### config.mk
export PLATFORM = sky130hd
export DESIGN_NAME = multi_voice_sound
export DESIGN_NICKNAME = d
export VERILOG_FILES = /design/src/rtl/multi_voice_sound.sv
export SDC_FILE = /design/constraint.sdc
export NUM_CORES = 1
export LEC_CHECK = 0
export CAP_MARGIN = 20
export CORE_ASPECT_RATIO = 1.2
export CORE_MARGIN = 8
export CORE_UTILIZATION = 39
export CTS_BUF_LIST = sky130_fd_sc_hd__clkbuf_8 sky130_fd_sc_hd__clkbuf_16
export DETAILED_ROUTE_END_ITERATION = 8
export PLACE_DENSITY = 0.83
export SETUP_SLACK_MARGIN = 0.05
export SKIP_CTS_REPAIR_TIMING = 1
export SLEW_MARGIN = 20
export SYNTH_ARGS = -nofsm -noshare
export SYNTH_HDL_FRONTEND = slang
export SYNTH_SLANG_ARGS = --single-unit
export TNS_END_PERCENT = 50
### constraint.sdc
create_clock -name clk -period 3.7 [get_ports clk]
set_input_delay 0.925 -clock clk [delete_from_list [all_inputs] [get_ports clk]]
set_output_delay 0.925 -clock clk [all_outputs]
set_load 0.1 [all_outputs]
### src/rtl/multi_voice_sound.sv
// Multi-voice square-wave tone sequencer with per-step decaying envelope, PWM-mixed to 1 bit.
// Latency: sound is registered, 1 cycle after x/state; busy/step update the cycle after a frame_tick.
// Backpressure: none; free-running on line/frame strobes, play=0 aborts to IDLE on the next clock.
module multi_voice_sound #(
  parameter int VOICES          = 2,
  parameter int STEPS           = 16,
  parameter int FRAMES_PER_STEP = 4,
  parameter int PERIOD_W        = 5,
  parameter int ENV_W           = 5,
  parameter int DECAY           = 8,
  parameter int X_BASE          = 128,
  localparam int STEP_W         = (STEPS > 1) ? $clog2(STEPS) : 1
) (
  input  logic                            clk,
  input  logic                            rst_n,
  input  logic                            line_tick,
  input  logic                            frame_tick,
  input  logic [9:0]                      x,
  input  logic                            play,
  input  logic                            loop,
  input  logic [VOICES*STEPS*PERIOD_W-1:0] note_table,
  output logic                            sound,
  output logic                            busy,
  output logic [STEP_W-1:0]               step
);

  localparam int FC_W    = (FRAMES_PER_STEP > 1) ? $clog2(FRAMES_PER_STEP) : 1;
  localparam int ENV_MAX = (1 << ENV_W) - 1;
  localparam logic [FC_W-1:0]   FC_LAST   = FC_W'(FRAMES_PER_STEP - 1);
  localparam logic [STEP_W-1:0] STEP_LAST = STEP_W'(STEPS - 1);

  // Slots must fit in the 10-bit line and the widest window must fit in one 256-pixel slot.
  if (X_BASE + VOICES * 256 > 1024) begin : g_err_slots
    $error("multi_voice_sound: voice slots exceed 1024 pixels");
  end
  if ((ENV_MAX << 3) > 255) begin : g_err_env
    $error("multi_voice_sound: envelope window wider than a slot");
  end

  typedef enum logic {IDLE, PLAY} state_t;

  state_t              state;
  logic [FC_W-1:0]     fcnt;
  logic [PERIOD_W-1:0] cnt    [VOICES];
  logic [ENV_W-1:0]    env    [VOICES];
  logic [VOICES-1:0]   phase;
  logic [PERIOD_W-1:0] period [VOICES];
  logic [VOICES-1:0]   on;

  // Half-period of each voice at the current step.
  always_comb begin
    for (int v = 0; v < VOICES; v++) begin
      period[v] = note_table[(int'(step) * VOICES + v) * PERIOD_W +: PERIOD_W];
    end
  end

  // Pulse-width window of each voice inside its own slot; 11-bit compare so the end never wraps.
  always_comb begin
    on = '0;
    for (int v = 0; v < VOICES; v++) begin
      on[v] = phase[v]
            && ({1'b0, x} >= 11'(X_BASE + v * 256))
            && ({1'b0, x} <  11'(X_BASE + v * 256) + 11'({env[v], 3'b000}));
    end
  end

  // Sequencer FSM: step/frame counting, envelopes, per-voice tone counters and the mixed output.
  always_ff @(posedge clk or negedge rst_n) begin
    if (!rst_n) begin
      state <= IDLE;
      busy  <= 1'b0;
      step  <= '0;
      fcnt  <= '0;
      phase <= '0;
      sound <= 1'b0;
      for (int v = 0; v < VOICES; v++) begin
        cnt[v] <= '0;
        env[v] <= '0;
      end
    end else begin
      sound <= (state == PLAY) && (|on);
      case (state)
        IDLE: begin
          busy  <= 1'b0;
          step  <= '0;
          fcnt  <= '0;
          phase <= '0;
          for (int v = 0; v < VOICES; v++) begin
            cnt[v] <= '0;
            env[v] <= '0;
          end
          if (frame_tick && play) begin
            state <= PLAY;
            busy  <= 1'b1;
            for (int v = 0; v < VOICES; v++) env[v] <= ENV_W'(ENV_MAX);
          end
        end
        PLAY: begin
          if (!play) begin
            state <= IDLE;
            busy  <= 1'b0;
            step  <= '0;
            fcnt  <= '0;
            phase <= '0;
            for (int v = 0; v < VOICES; v++) begin
              cnt[v] <= '0;
              env[v] <= '0;
            end
          end else if (frame_tick && (fcnt == FC_LAST)) begin
            // Step end: clears take priority over a coincident line tick.
            fcnt  <= '0;
            phase <= '0;
            for (int v = 0; v < VOICES; v++) cnt[v] <= '0;
            if (step != STEP_LAST || loop) begin
              step <= (step == STEP_LAST) ? '0 : step + 1'b1;
              for (int v = 0; v < VOICES; v++) env[v] <= ENV_W'(ENV_MAX);
            end else begin
              state <= IDLE;
              busy  <= 1'b0;
              step  <= '0;
              for (int v = 0; v < VOICES; v++) env[v] <= '0;
            end
          end else begin
            if (frame_tick) begin
              fcnt <= fcnt + 1'b1;
              for (int v = 0; v < VOICES; v++) begin
                env[v] <= (int'(env[v]) > DECAY) ? env[v] - ENV_W'(DECAY) : '0;
              end
            end
            if (line_tick) begin
              for (int v = 0; v < VOICES; v++) begin
                if (period[v] == '0) begin
                  cnt[v]   <= '0;
                  phase[v] <= 1'b0;
                end else if (cnt[v] >= period[v]) begin
                  cnt[v]   <= '0;
                  phase[v] <= ~phase[v];
                end else begin
                  cnt[v] <= cnt[v] + 1'b1;
                end
              end
            end
          end
        end
        default: state <= IDLE;
      endcase
    end
  end

endmodule

==> results of run 1 <==
[cell type report]
class                           count  area, um^2
Clock buffer                        3        41.3
Clock inverter                      1        3.75
Fill cell                         588        2600
Inverter                           15        56.3
Multi-Input combinational cell    234        2250
Sequential cell                    27         678
Tap cell                           92         115
Timing Repair Buffer              194        1910
[per-layer routing]
metal	vias up	routed length [um]	GRT usage
li1	1514	-	-
met1	1542	4140	0.224
met2	123	5870	0.368
met3	12	880	0.0629
met4	0	186	0.0462
met5	-	0	0
[state kept, by name (all words and copies together), names as in the netlist]
name,count
busy,1
cnt,10
env,6
fcnt,2
phase,2
sound,1
state,1
step,4
[power breakdown]
group          internal [uW]  switching (uW)
registers                302            7.22
clock network           74.3            88.8
logic                    228            97.6
[placed cells by master (no fill, tap or decap), drive strengths merged, types with 19 or more instances in the layout]
cell type        n
nand2           24
clkdlybuf4s50  173
ha              25
dfrtp           27
nand3           19
buf             21
a21oi           24
mux4            40
[worst reg2reg max path, stage by stage (launching register included)]
cell and delay [ns]:
dfrtp_1 0.44, nor2b_1 0.81, a22oi_1 0.22, nand2_1 0.15
ha_1 0.23, nand2b_1 0.13, a21o_1 0.17, a21o_1 0.17
a21o_1 0.19, a221oi_2 0.21, buf_4 0.19, a31oi_1 0.09
a21oi_1 0.14
[kinds of logic after synthesis]
logic type,after synthesis
AO/OA/AOI/OAI,83
AND/OR/NAND/NOR,83
multiplexers,41
buffers and inverters,33
flip-flops,27
adder cells (fa/ha/maj),25
XOR/XNOR,2
[stage by stage]
| step | utilization | TNS [ns] | instances | setup slack (ns) |
|---|---|---|---|---|
| 2_1_floorplan | - | 0 | 294 | 0.151 |
| 3_3_place_gp | 0.654 | -0.0889 | 562 | -0.0188 |
| 3_5_place_dp | 0.654 | -0.617 | 562 | -0.0889 |
| 4_1_cts | 0.660 | 0 | 566 | 0.193 |
| 5_1_grt | 0.661 | 0 | 566 | 0.0355 |
| 6_report | 0.661 | 0 | 566 | 0.226 |
[final timing paths]
check,from,endpoint,slack [ns],depth (start not counted)
worst max-delay path,note_table[155],phase[1]$_DFFE_PN0P_,0.23,13
worst max register to register,step[3]$_DFFE_PN0P_,cnt[8]$_DFFE_PN0P_,0.47,12
worst min register to register,fcnt[1]$_DFFE_PN0P_,fcnt[1]$_DFFE_PN0P_,0.54,2
max in group asynchronous,rst_n,step[1]$_DFFE_PN0P_,2.37,2
min in group asynchronous,rst_n,cnt[1]$_DFFE_PN0P_,1.04,2
worst min-delay path,fcnt[1]$_DFFE_PN0P_,fcnt[1]$_DFFE_PN0P_,0.54,2
==> results_dict.tcl, run 1 <==
set metrics [dict create \
    finalCriticalPeriod_ns 3.47 \
    drive_gt1_frac 0.160 \
    relSlewSlack 0.344 \
    crit_fanout 7 \
    async_reset_ff_frac 1.00 \
    nets 676 \
    rows 35 \
    start_util 0.402 \
    synth_flop_cell "dfrtp_1" \
    synth_area_per_cell_um2 10.5 \
    syn_nets 495 \
    path_cells "clkdlybuf4s50_1 > mux4_2 > a22oi_1 > nand2_1 > ha_1 > nand2b_1 > a21o_1 > a21o_1 > a21o_1 > a221oi_2 > buf_4 > o21ai_1 > a21oi_1" \
    areaGrowthSynthToFinish_pct 64.1 \
    synth_top_family_by_area "multiplexers" \
    drtIter0Drc 208 \
    final_area_um2 5060 \
    worstSetupPathType "in2reg" \
    netlist_area_um2 3080 \
    synthMuxAreaShare 0.295 \
    die_w_um 97.2 \
    cts-root-buf "clkbuf_8" \
    yosys.area_share.simple 0.138 \
    cts_tree "built" \
    insertion_delay_ns 0.27 \
    netlist.area_leader.share 0.292 \
    finalHoldViolations 0 \
    min_period_over_period 0.939 \
    synth-seq-cells 27 \
    path_delay_family "compound AO/OA/AOI/OAI gates" \
    grt_pass1_wl_mm 18.3 \
    yosys.area_share.adder 0.101 \
    dp_hpwl_mm 9.77 \
    globalRouteTotalUtil 0.202 \
    cts_max_level 1 \
    tightest_slew_ns 0.982 \
    gp_congestion 0.837 \
    setup_viol 0 \
    slew_violations 0 \
    skew_ns 0.00557 \
    synth_edf_count 0 \
    ant_nets 0 \
    synth_compound_area_frac 0.189 \
    clockBufferDepth 2 \
    die_h_um 113 \
    grt_pass1_vias 3621 \
    antenna_cells 0 \
    core_area_um2 7660 \
    numCtsBuffers 3 \
    p_per_area_nw_per_um2 158 \
    cp-start-kind "input port" \
    ir_worst_vdd_mv 0.160 \
    seq_area_frac_synth 0.219 \
    avgRoutedWirePerCell_um 19.6 \
    synth.distinct_cells 36 \
    critPathMaxStageDelay_ns 0.47 \
    end_kind "flop" \
    grt_max_degree 34 \
    io_buffers 178 \
    firstDrtPassIters 4 \
    drc_errors 0 \
    clkSinkCount 27 \
    die_area_um2 11000 \
    max_cap_viol_count 0 \
    netlist_top_cells_count "40 x mux4_2, 27 x dfrtp_1, 25 x ha_1" \
    rsz0062_at_grt "yes" \
    hold_path.class "reg2reg" \
    path_common_cell "a21o_1" \
    cp.arrival_ns 3.65 \
    synth_top_area_cell "mux4_2" \
    crit_slowest_cell "mux4_2" \
    dpl_cell_area_um2 5010 \
    power_uw 798 \
    clkSlewWorstSetupHoldPaths_ns 0.09 \
    path_buf_inv 2 \
    required_ns 3.88 \
    pin_count 182 \
    status "complete, no violations" \
    vias_per_cell 5.64 \
    hold_ws_ns 0.541 \
    ys_warn_count 0 \
    grt-ovfl-total 0 \
    antenna_found_initial 0 \
    fmax_mhz 288 \
    yosysMostFrequentCell "mux4_2" \
    routed-via-count 3191 \
    syn_inst 294 \
    synth_area_leaders "mux4_2 29%, dfrtp_1 22%, ha_1 10%" \
    p_leak_uw 0.00205 \
    synth_xor_area_frac 0.00568 \
    routed_wl_mm 11.1 \
]
Note: power is estimated with default switching activity, not from simulation.
==> inputs of run 2 (changes only) <==
--- a/config.mk
+++ b/config.mk
@@ -14,7 +14,6 @@
 export PLACE_DENSITY = 0.83
 export SETUP_SLACK_MARGIN = 0.05
 export SKIP_CTS_REPAIR_TIMING = 1
-export SLEW_MARGIN = 20
 export SYNTH_ARGS = -nofsm -noshare
 export SYNTH_HDL_FRONTEND = slang
 export SYNTH_SLANG_ARGS = --single-unit
==> results of run 2 <==
Same layout as run 1: the final DEF is identical, and so are final timing and power.
==> inputs of run 3 (changes only) <==
--- a/config.mk
+++ b/config.mk
@@ -6,7 +6,7 @@
 export NUM_CORES = 1
 export LEC_CHECK = 0
 export CAP_MARGIN = 20
-export CORE_ASPECT_RATIO = 1.2
+export CORE_ASPECT_RATIO = 1.1
 export CORE_MARGIN = 8
 export CORE_UTILIZATION = 39
 export CTS_BUF_LIST = sky130_fd_sc_hd__clkbuf_8 sky130_fd_sc_hd__clkbuf_16
==> results_dict.tcl, run 3 (synthesized netlist as in run 1, its figures left out) <==
set metrics [dict create \
    status "complete, no violations" \
    firstDrtPassIters 4 \
    reg2reg_from "step[0]$_DFFE_PN0P_" \
    ant_nets 0 \
    min_period_over_period 0.951 \
    drtIter0Drc 192 \
    final_util 0.661 \
    max_cap_viol_count 0 \
    met2_usage 0.398 \
    worstSetupEndpoint "cnt[3]$_DFFE_PN0P_" \
    rr_worst_depth 13 \
    p_per_area_nw_per_um2 157 \
    worstSetupPathType "in2reg" \
    tightest_slew_ns 0.984 \
    rows 34 \
    areaGrowthSynthToFinish_pct 66.9 \
    pin_count 182 \
    die_area_um2 11000 \
    die_w_um 101 \
    clkSinkCount 27 \
    skew_ns 0.00719 \
    busiest_layer "met2" \
    fmax_mhz 284 \
    relSlewSlack 0.342 \
    antenna_found_initial 0 \
    core_area_um2 7780 \
    routed_wl_mm 11.7 \
    drc_errors 0 \
    n_fill_cell 602 \
    vias_per_cell 5.58 \
    crit_fanout 7 \
    hold_ws_ns 0.543 \
    use_met1 0.234 \
    required_ns 3.88 \
    cts_tree "built" \
    dp_hpwl_mm 10.2 \
    rr_endpoint "cnt[8]$_DFFE_PN0P_" \
    rsz0062_at_grt "no" \
    routed-via-count 3262 \
    critPathLaunch "note_table[35]" \
    r2r_setup_slack_ns 0.41 \
    regMostFlops "cnt" \
    top_regs "cnt x10, env x6, step x4" \
    clockBufferDepth 2 \
    setup_viol 0 \
    cts_max_level 1 \
    slew_violations 0 \
    gp_congestion 0.854 \
    grt_pass1_vias 3590 \
    grt_pass1_wl_mm 18.6 \
    p_leak_uw 0.00207 \
    clkSlewWorstSetupHoldPaths_ns 0.10 \
    globalRouteTotalUtil 0.216 \
    avgRoutedWirePerCell_um 20.0 \
    tns_ns 0 \
    hp-start "fcnt[1]$_DFFE_PN0P_" \
    die_h_um 109 \
    insertion_delay_ns 0.27 \
    antenna_cells 0 \
    largest_reg_flops 10 \
    end_kind "flop" \
    ir_worst_vdd_mv 0.124 \
    mostFrequentLayoutCells "173 x clkdlybuf4s50_1, 40 x mux4_2, 25 x ha_1, 25 x dfrtp_1, 23 x nand2_1" \
    finalCriticalPeriod_ns 3.52 \
    cts-root-buf "clkbuf_8" \
    power_uw 809 \
    gr-usage-met3 0.0651 \
    start_util 0.396 \
    cp-start-kind "input port" \
    drive_gt1_frac 0.176 \
    final_common_cell "clkdlybuf4s50_1" \
    io_buffers 178 \
    finalHoldViolations 0 \
    grt-ovfl-total 0 \
    cp.arrival_ns 3.70 \
    grt_max_degree 28 \
    hold_path.class "reg2reg" \
    numCtsBuffers 3 \
    nets 679 \
]
-- run 3: per-layer routing --
| metal | up-vias | share of wire |
|---|---|---|
| met5 | - | 0 |
| met4 | 0 | 0.022 |
| met3 | 18 | 0.086 |
| met2 | 151 | 0.54 |
| met1 | 1571 | 0.35 |
| li1 | 1522 | - |
-- run 3: cell type report --
type | count | area [um^2] | share of cell area
clock inverter | 1 | 5.00 | 0.000973
inverter | 15 | 56.3 | 0.0109
multi-input combinational | 234 | 2280 | 0.442
timing repair buffer | 197 | 1950 | 0.380
clock buffer | 3 | 41.3 | 0.00802
tap | 108 | 135 | 0.0263
sequential | 27 | 678 | 0.132
-- run 3: through the flow --
| step | worst slack [ns] | instances | area [um^2] |
|---|---|---|---|
| 6_report | 0.180 | 585 | 5150 |
| 3_3_place_gp | -0.0707 | 579 | 5060 |
| 2_1_floorplan | 0.151 | 294 | 3090 |
| 4_1_cts | 0.134 | 583 | 5100 |
| 5_1_grt | 0.0480 | 585 | 5150 |
| 3_5_place_dp | -0.140 | 579 | 5060 |
-- run 3: worst min-delay path by stage --
| stage | endpoint | slack (ns) | cells after the start |
|---|---|---|---|
| after floorplan | fcnt[1]$_DFFE_PN0P_ | 0.49 | 2 |
| after global placement | fcnt[1]$_DFFE_PN0P_ | 0.51 | 2 |
| after detailed placement | fcnt[1]$_DFFE_PN0P_ | 0.53 | 2 |
| after CTS | fcnt[1]$_DFFE_PN0P_ | 0.55 | 2 |
| after global routing | fcnt[1]$_DFFE_PN0P_ | 0.58 | 2 |
| final | fcnt[1]$_DFFE_PN0P_ | 0.54 | 2 |
-- run 3: report_power, final --
part	switching [uW]	internal (uW)	total [uW]
Clock	92.4	75.5	168
Sequential	7.63	302	310
Combinational	102	229	331
-- run 3: critical path: stages --
cell and delay, ns:
clkdlybuf4s50_1 0.39, mux4_2 0.47, a22oi_1 0.19, nand2_1 0.11, ha_1 0.27, nand2b_1 0.14, a21o_1 0.18, a21o_1 0.18
a21o_1 0.19, a221oi_2 0.22, buf_4 0.19, a31oi_1 0.09, a21oi_1 0.16
